[src/rtl/pipeline_hazard_ctrl.sv]
// ----------------------------------------------------------------------------
// pipeline_hazard_ctrl
//
// Central hazard and sequencing controller for the five-stage RISC Toy core.
// Every cycle it decides whether the front end advances, whether IF/ID is
// flushed, whether ID/EX receives a bubble and whether the back end is frozen.
// It handles load-use hazards, taken-branch flushes, data-memory wait states
// guarded by a watchdog, and an orderly halt that drains older instructions.
// It also keeps saturating stall and flush statistics.
//
// Handshake: the MEM stage raises dmem_req while an access is outstanding.
// The access completes on a cycle where dmem_req and dmem_ready are both high.
// A cycle with dmem_req=1 and dmem_ready=0 is a freeze cycle.
//
// Parameters
//   TIMEOUT       max consecutive freeze cycles before mem_err (>= 2)
//   DRAIN_CYCLES  cycles needed to retire instructions older than a halt
//
// Ports
//   CLK, RST              clock; asynchronous active-high reset
//   ID_rs1/rs2, ID_uses_* source registers of the instruction in ID
//   ID_halt               instruction in ID is a halt
//   EX_mem_read, EX_rd    instruction in EX is a load / its destination
//   EX_branch_taken       branch/jump in EX resolved taken
//   dmem_req, dmem_ready  data-memory request / completion
//   PC_write, IF_ID_write front-end enables
//   IF_ID_flush           load a NOP into IF/ID
//   Stall                 zero ID/EX control fields (bubble)
//   pipe_hold             freeze ID/EX, EX/MEM and MEM/WB
//   halted                the core has stopped
//   mem_err               sticky watchdog error
//   stall_cycles          saturating count of non-halted cycles with PC_write=0
//   flush_count           saturating count of taken-branch flushes
//   state_dbg             current FSM state (debug visibility)
// ----------------------------------------------------------------------------
module pipeline_hazard_ctrl #(
    parameter int TIMEOUT      = 16,
    parameter int DRAIN_CYCLES = 3
) (
    input  logic        CLK,
    input  logic        RST,
    input  logic [4:0]  ID_rs1,
    input  logic [4:0]  ID_rs2,
    input  logic        ID_uses_rs1,
    input  logic        ID_uses_rs2,
    input  logic        ID_halt,
    input  logic        EX_mem_read,
    input  logic [4:0]  EX_rd,
    input  logic        EX_branch_taken,
    input  logic        dmem_req,
    input  logic        dmem_ready,
    output logic        PC_write,
    output logic        IF_ID_write,
    output logic        IF_ID_flush,
    output logic        Stall,
    output logic        pipe_hold,
    output logic        halted,
    output logic        mem_err,
    output logic [15:0] stall_cycles,
    output logic [15:0] flush_count,
    output logic [1:0]  state_dbg
);

    localparam logic [1:0] S_RUN      = 2'd0;
    localparam logic [1:0] S_MEM_WAIT = 2'd1;
    localparam logic [1:0] S_DRAIN    = 2'd2;
    localparam logic [1:0] S_HALTED   = 2'd3;

    localparam int WW = (TIMEOUT > 2) ? $clog2(TIMEOUT) : 1;
    localparam int DW = (DRAIN_CYCLES > 1) ? $clog2(DRAIN_CYCLES) : 1;
    localparam logic [WW-1:0] WAIT_TOP   = WW'(TIMEOUT - 1);
    localparam logic [DW-1:0] DRAIN_INIT = DW'(DRAIN_CYCLES - 1);

    logic [1:0]    state, state_d;
    logic [WW-1:0] wait_cnt, wait_d;
    logic [DW-1:0] drain_cnt, drain_d;
    logic          err_set;
    logic          freeze;
    logic          loaduse;

    assign freeze  = dmem_req & ~dmem_ready;
    assign loaduse = EX_mem_read & (EX_rd != 5'd0) &
                     ((ID_uses_rs1 & (ID_rs1 == EX_rd)) |
                      (ID_uses_rs2 & (ID_rs2 == EX_rd)));

    assign state_dbg = state;

    always_comb begin
        PC_write    = 1'b0;
        IF_ID_write = 1'b0;
        IF_ID_flush = 1'b0;
        Stall       = 1'b0;
        pipe_hold   = 1'b0;
        halted      = 1'b0;
        state_d     = state;
        wait_d      = wait_cnt;
        drain_d     = drain_cnt;
        err_set     = 1'b0;
        // While RST is high every control stays low regardless of inputs.
        if (!RST) begin
            case (state)
                // RUN and MEM_WAIT share one priority list; MEM_WAIT only
                // differs in that it was entered by a freeze, and a release
                // from it falls straight through to the RUN decisions.
                S_RUN, S_MEM_WAIT: begin
                    if (freeze) begin
                        pipe_hold = 1'b1;
                        if (wait_cnt == WAIT_TOP) begin
                            err_set = 1'b1;
                            state_d = S_HALTED;
                        end else begin
                            wait_d  = wait_cnt + WW'(1);
                            state_d = S_MEM_WAIT;
                        end
                    end else begin
                        wait_d  = '0;
                        state_d = S_RUN;
                        if (EX_branch_taken) begin
                            // Redirect: PC loads the target, IF/ID and ID/EX
                            // both lose their wrong-path instruction.
                            PC_write    = 1'b1;
                            IF_ID_write = 1'b1;
                            IF_ID_flush = 1'b1;
                            Stall       = 1'b1;
                        end else if (loaduse) begin
                            Stall = 1'b1;
                        end else if (ID_halt) begin
                            Stall   = 1'b1;
                            drain_d = DRAIN_INIT;
                            state_d = S_DRAIN;
                        end else begin
                            PC_write    = 1'b1;
                            IF_ID_write = 1'b1;
                        end
                    end
                end
                S_DRAIN: begin
                    Stall = 1'b1;
                    if (freeze) begin
                        pipe_hold = 1'b1;
                        if (wait_cnt == WAIT_TOP) begin
                            err_set = 1'b1;
                            state_d = S_HALTED;
                        end else begin
                            wait_d = wait_cnt + WW'(1);
                        end
                    end else begin
                        wait_d = '0;
                        if (drain_cnt == '0) state_d = S_HALTED;
                        else                 drain_d = drain_cnt - DW'(1);
                    end
                end
                S_HALTED: begin
                    Stall  = 1'b1;
                    halted = 1'b1;
                end
                default: state_d = S_RUN;
            endcase
        end
    end

    always_ff @(posedge CLK or posedge RST) begin
        if (RST) begin
            state        <= S_RUN;
            wait_cnt     <= '0;
            drain_cnt    <= '0;
            mem_err      <= 1'b0;
            stall_cycles <= '0;
            flush_count  <= '0;
        end else begin
            state     <= state_d;
            wait_cnt  <= wait_d;
            drain_cnt <= drain_d;
            if (err_set) mem_err <= 1'b1;
            if (!PC_write && state != S_HALTED && stall_cycles != 16'hFFFF)
                stall_cycles <= stall_cycles + 16'd1;
            if (IF_ID_flush && flush_count != 16'hFFFF)
                flush_count <= flush_count + 16'd1;
        end
    end

endmodule

[config.mk]
export PLATFORM = sky130hd
export DESIGN_NAME = pipeline_hazard_ctrl
export DESIGN_NICKNAME = d
export VERILOG_FILES = /design/src/rtl/pipeline_hazard_ctrl.sv
export SDC_FILE = /design/constraint.sdc
export NUM_CORES = 1
export LEC_CHECK = 0
export ABC_AREA = 1
export ABC_CLOCK_PERIOD_IN_PS = 4510
export CORE_ASPECT_RATIO = 0.6
export CORE_UTILIZATION = 50
export DETAILED_ROUTE_END_ITERATION = 16
export PLACE_DENSITY = 0.85
export REMOVE_ABC_BUFFERS = 1
export SLEW_MARGIN = 20
export SYNTH_ARGS = -nofsm -noshare
export SYNTH_HDL_FRONTEND = slang
export SYNTH_SLANG_ARGS = --single-unit
[constraint.sdc]
create_clock -name CLK -period 4.51 [get_ports CLK]
set_input_delay 1.353 -clock CLK [delete_from_list [all_inputs] [get_ports CLK]]
set_output_delay 1.353 -clock CLK [all_outputs]
set_load 0.01 [all_outputs]
Word-level counts from Yosys, hierarchy flattened
Index checks and enable logic that the tools add are counted.
Widths: inputs -> output; s select.
- bits of input ports: 24
- word-level logic and storage cells: 93
- output and inout port bits: 41
- flip-flop bits (word level): 41
- bitwise gates (word level): 8
- mux-type cells: 43
- reductions and logical operators: 14
- add/subtract/negate cells: 4
- eq/ne operators: 18
- operators with widths (operator ; number):
    $add 16x1->16 const B ; 2
    $ne 16x16->1 const B ; 2
    $mux 2 ; 14
    $mux 1 ; 24
    $ne 2x2->1 const B ; 8
    $eq 5x5->1 ; 2
    $mux 4 ; 2
    $pmux 2 s2 ; 2
    $reduce_and 8->1 ; 1
    $ne 3x3->1 const B ; 2
    $and 1x1->1 ; 5
    $reduce_bool 5->1 ; 1
    $add 4x1->4 const B ; 1
    $eq 2x2->1 const B ; 2
    $eq 4x4->1 const B ; 1
    $logic_not 2->1 ; 2
    $reduce_and 4->1 ; 1
    $reduce_or 2->1 ; 2
    $logic_and 1x1->1 ; 3
    $reduce_and 3->1 ; 1
    $reduce_or 3->1 ; 1
    $eq 2x1->1 const B ; 1
    $not 1->1 ; 2
    $pmux 1 s2 ; 1
    other kinds (4) ; 4

Depth between registers and ports, before layout
- word-level depth: 12
- gate-level depth with buffers: 12
- mapped depth without buffers: 11

Worst setup path after synthesis
OpenSTA, ideal clock, no wires.
- path type: input -> output
- start: input RST
- end: output pipe_hold
- path slack: 382 ps
- buffers on the path: 0
- required time: 3157 ps
- data arrival time: 2775 ps
- stages on the path: 3
- cells stage by stage: inv_1 nand2_1 nor2_1
- word-level cells in the longest chain between the ends: 1
- ends and longest elaborated chain (element ; RTL line ; text):
    from (decl) ; 41 ; input logic RST,
    $mux 1 ; 100 ; if (!RST) begin
    to (decl) ; 56 ; output logic pipe_hold,
No other way between the ends.

Worst setup path after layout
- start: input EX_rd[0]
- end: output Stall
- word-level cells in the longest chain between the ends: 9
- elaborated cells between the ends (all ways): 13
- ends and longest elaborated chain (element ; RTL line ; text):
    from (decl) ; 48 ; input logic [4:0] EX_rd,
    $eq 5x5->1 (on tied branches) ; 83, 84 ;
    $and 1x1->1 (on tied branches) ; 83, 84 ;
    $or 1x1->1 ; 83 ; ((ID_uses_rs1 & (ID_rs1 == EX_rd)) |
    $and 1x1->1 (*) ; 82 ; assign loaduse = EX_mem_read & (EX_rd != 5'd0) &
    $mux 1 (*) ; 125 ; end else if (loaduse) begin
    $mux 1 (*) ; 118 ; if (EX_branch_taken) begin
    $mux 1 (*) ; 106 ; if (freeze) begin
    $pmux 1 s2 (*) ; 101 ; case (state)
    $mux 1 (*) ; 100 ;
    to (decl) ; 55 ; output logic Stall,
Mark *: on every way between the ends. The rest lies on a longest branch, timed or not.

==> metrics.yaml <==
outcome: "finished, final reports clean"
cp_slowest_cell: "clkdlybuf4s50_1"
cts.sinks: 41
drive_above_1_share: 0.0726
ios: 65
ff2ff_setup_slack_ns: 2.52
first_pass_iters: 4
startpoint_type: "input pin"
dpl_cell_area_um2: 3320
dpl_worst_slack_ns: -0.0852
r2r-start: "flush_count[0]"
grt.met2_usage: 0.390
grt_pass1_wl_mm: 10.8
whs_ns: 0.482
drt-wirelength-per-cell_um: 12.7
irDropWorstVdd_uv: 292
skew_ns: 0.00733
stdcell_area_um2: 3410
rows: 20
synth_edf_count: 0
p_sw_uw: 272
p_total_uw: 886
multi_input_area_um2: 1350
cts_root_buf: "clkbuf_8"
end_kind: "output pin"
whs_path_depth: 1
drt-initial-drc-count: 133
die_x_um: 95.7
synth_cell_types: 29
max_cap_viol_count: 0
rsz0062_at_grt: "no"
grt_usage: 0.253
cts_buffers: 5
clk_pin_slew_worst_paths_ns: 0.08
pwr-share-clk: 0.285
ys.flop_type: "dfrtp_1"
finalCriticalPeriod_ns: 4.31
ys_seq_area_frac: 0.390
p_sw_frac: 0.307
core-area_um2: 5050
max_stage_delay_ns: 0.51
p_int_uw: 615
finalMaxSlewViolations: 0
hold_class: "register to register"
setup_viol: 0
seqCellArea_um2: 1030
die-area_um2: 5570
finalWorstSetupSlack_ns: 0.202
synth_top_area_frac: 0.390
use_met1: 0.353
cts_tree: "built"
grt_overflow: 0
syn_avg_cell_area_um2: 7.29
power_density_nw_per_um2: 260
synthArstFlopShare: 1.00
start_util: 0.521
endpoint: "Stall"
n_antenna_cell: 0
ys_ff_latch: 41
clk_latency_ns: 0.30
seqPwrFrac: 0.488
path_cells: "clkdlybuf4s50_1 > inv_1 > nand2_1 > nand2_1 > nor2_1 > nand3_1 > nand2_1 > nand2_1 > nand3_1 > nand2_1 > a21oi_1 > dlygate4sd2_1"
gr-max-usage-layer: "met2"
min_period_over_period: 0.955
yosys.area.top_type: "dfrtp_1"
r2r_end: "flush_count[13]"
grt_max_degree: 43
syn_to_final_growth_pct: 29.6
max_slew_margin: 0.642
cts_setup_buffers: 0
ant_nets: 0
path_class: "input pin to output pin"
p_leak_uw: 0.00163
portBuffers: 64
dpl.hpwl_mm: 4.69
synth_warnings: 0
die_h_um: 58.2
worstPathRequired_ns: 3.16
cts-htree-levels: 2
rr_worst_depth: 10
vias_per_cell: 5.08
synthCells: 361
gr-usage-met3: 0.0486
grt_pass1_vias: 2374
antenna_found_initial: 0
arrival_ns: 2.96
share_comb_of_total_power: 0.227
routed_wl_mm: 6.27
max_freq_ghz: 0.232
n_fill_cell: 422
worstMarginPinSlew_ns: 0.537
cp_max_fo: 3
vias: 2502
cpMostUsedCell: "nand2_1"
hold_viol_final: 0
startpoint: "EX_rd[0]"
place_congestion: 0.840
final_nets: 455
syn-cell-area_um2: 2630
drc: 0
clk_path_buf_depth: 2
ys_top_cells_by_area: "dfrtp_1 39%, nand2_1 15%, inv_1 6.3%"
-- placed cells by master (no fill, tap or decap), types with 2 or more instances in the layout --
cell	n
nor3_2	2
nor2_1	38
nor3_1	5
xor2_1	17
o21ai_0	10
a21oi_1	5
dfrtp_1	41
nor2_2	3
xnor2_1	10
nand2_2	3
inv_2	6
nand3_2	2
clkbuf_8	6
dlymetal6s2s_1	2
nand3_1	24
ha_1	4
inv_1	43
clkdlybuf4s50_1	61
nand4_1	23
buf_4	4
nand2_1	107
-- cell usage after synthesis (3+ instances only) --
master / number
nand3_1: 24
nor2_2: 3
o21ai_0: 10
ha_1: 4
dfrtp_1: 41
nand2_1: 107
inv_2: 5
nand4_1: 23
inv_1: 44
nand2_2: 3
nor3_1: 5
buf_6: 3
a21oi_1: 5
buf_2: 4
nor2_1: 38
xnor2_1: 10
xor2_1: 17
-- per-layer routing --
layer,part of all wire,wire [um],up-vias
li1,-,-,1283
met4,0.018,110,0
met3,0.053,331,14
met5,0,0,-
met2,0.44,2760,75
met1,0.49,3070,1130
-- power by group through the flow --
stage          clock, uW  combinational [uW]  sequential [uW]
4_1_cts              259                 201              432
3_3_place_gp           0                 188              437
2_1_floorplan          0                 102              441
3_5_place_dp           0                 199              438
5_1_grt              273                 226              437
6_report             252                 201              433
-- cell type report --
cell class | count | area share
well taps | 66 | 0.0242
flip-flops and latches | 41 | 0.301
inverters | 49 | 0.0539
clock inverters | 1 | 0.00220
clock buffers | 6 | 0.0242
repair buffers | 68 | 0.198
multi-input cells | 262 | 0.397
-- per-stage QoR --
| step | setup TNS, ns | instances | util |
|---|---|---|---|
| after floorplan | 0 | 352 | - |
| after global placement | -0.00968 | 486 | 0.656 |
| after detailed placement | -0.0852 | 486 | 0.656 |
| after CTS | 0 | 493 | 0.674 |
| after global routing | 0 | 493 | 0.675 |
| final | 0 | 493 | 0.675 |
-- flip-flops by register name, summed over array words and instances, names as in the netlist --
name	flops
drain_cnt	2
state_dbg	2
stall_cycles	16
wait_cnt	4
flush_count	16
mem_err	1
-- cell families (layout without fill, tap and decap cells) --
kind of cell,count (synthesis),count (layout),share of synthesized area
simple gates,212,212,0.364
buf+inv,58,124,0.0960
flops,41,41,0.390
xor+xnor,27,27,0.0898
compound gates,19,19,0.0414
fa+ha+maj,4,4,0.0190
-- worst min path at each step --
| stage | start | to | slack (ns) |
|---|---|---|---|
| 2_1_floorplan | drain_cnt[0] | drain_cnt[0] | 0.45 |
| 3_3_place_gp | mem_err | mem_err | 0.46 |
| 3_5_place_dp | mem_err | mem_err | 0.47 |
| 4_1_cts | mem_err | mem_err | 0.49 |
| 5_1_grt | mem_err | mem_err | 0.51 |
| 6_report | mem_err | mem_err | 0.48 |
-- critical path, delay by kind of cell --
kind	cells	cell delay [ns]
simple gates	8	0.59
compound gates	1	0.13
buf+inv	3	0.88
-- timing repair --
action                     4_1_cts  5_1_grt
hold endpoints to repair         0        0
gates resized for setup          1        3
hold buffers                     0        0
gates cloned                     0        0
pin swaps                        0        0
setup endpoints to repair        1        2
Note: power is estimated with default switching activity, not from simulation.
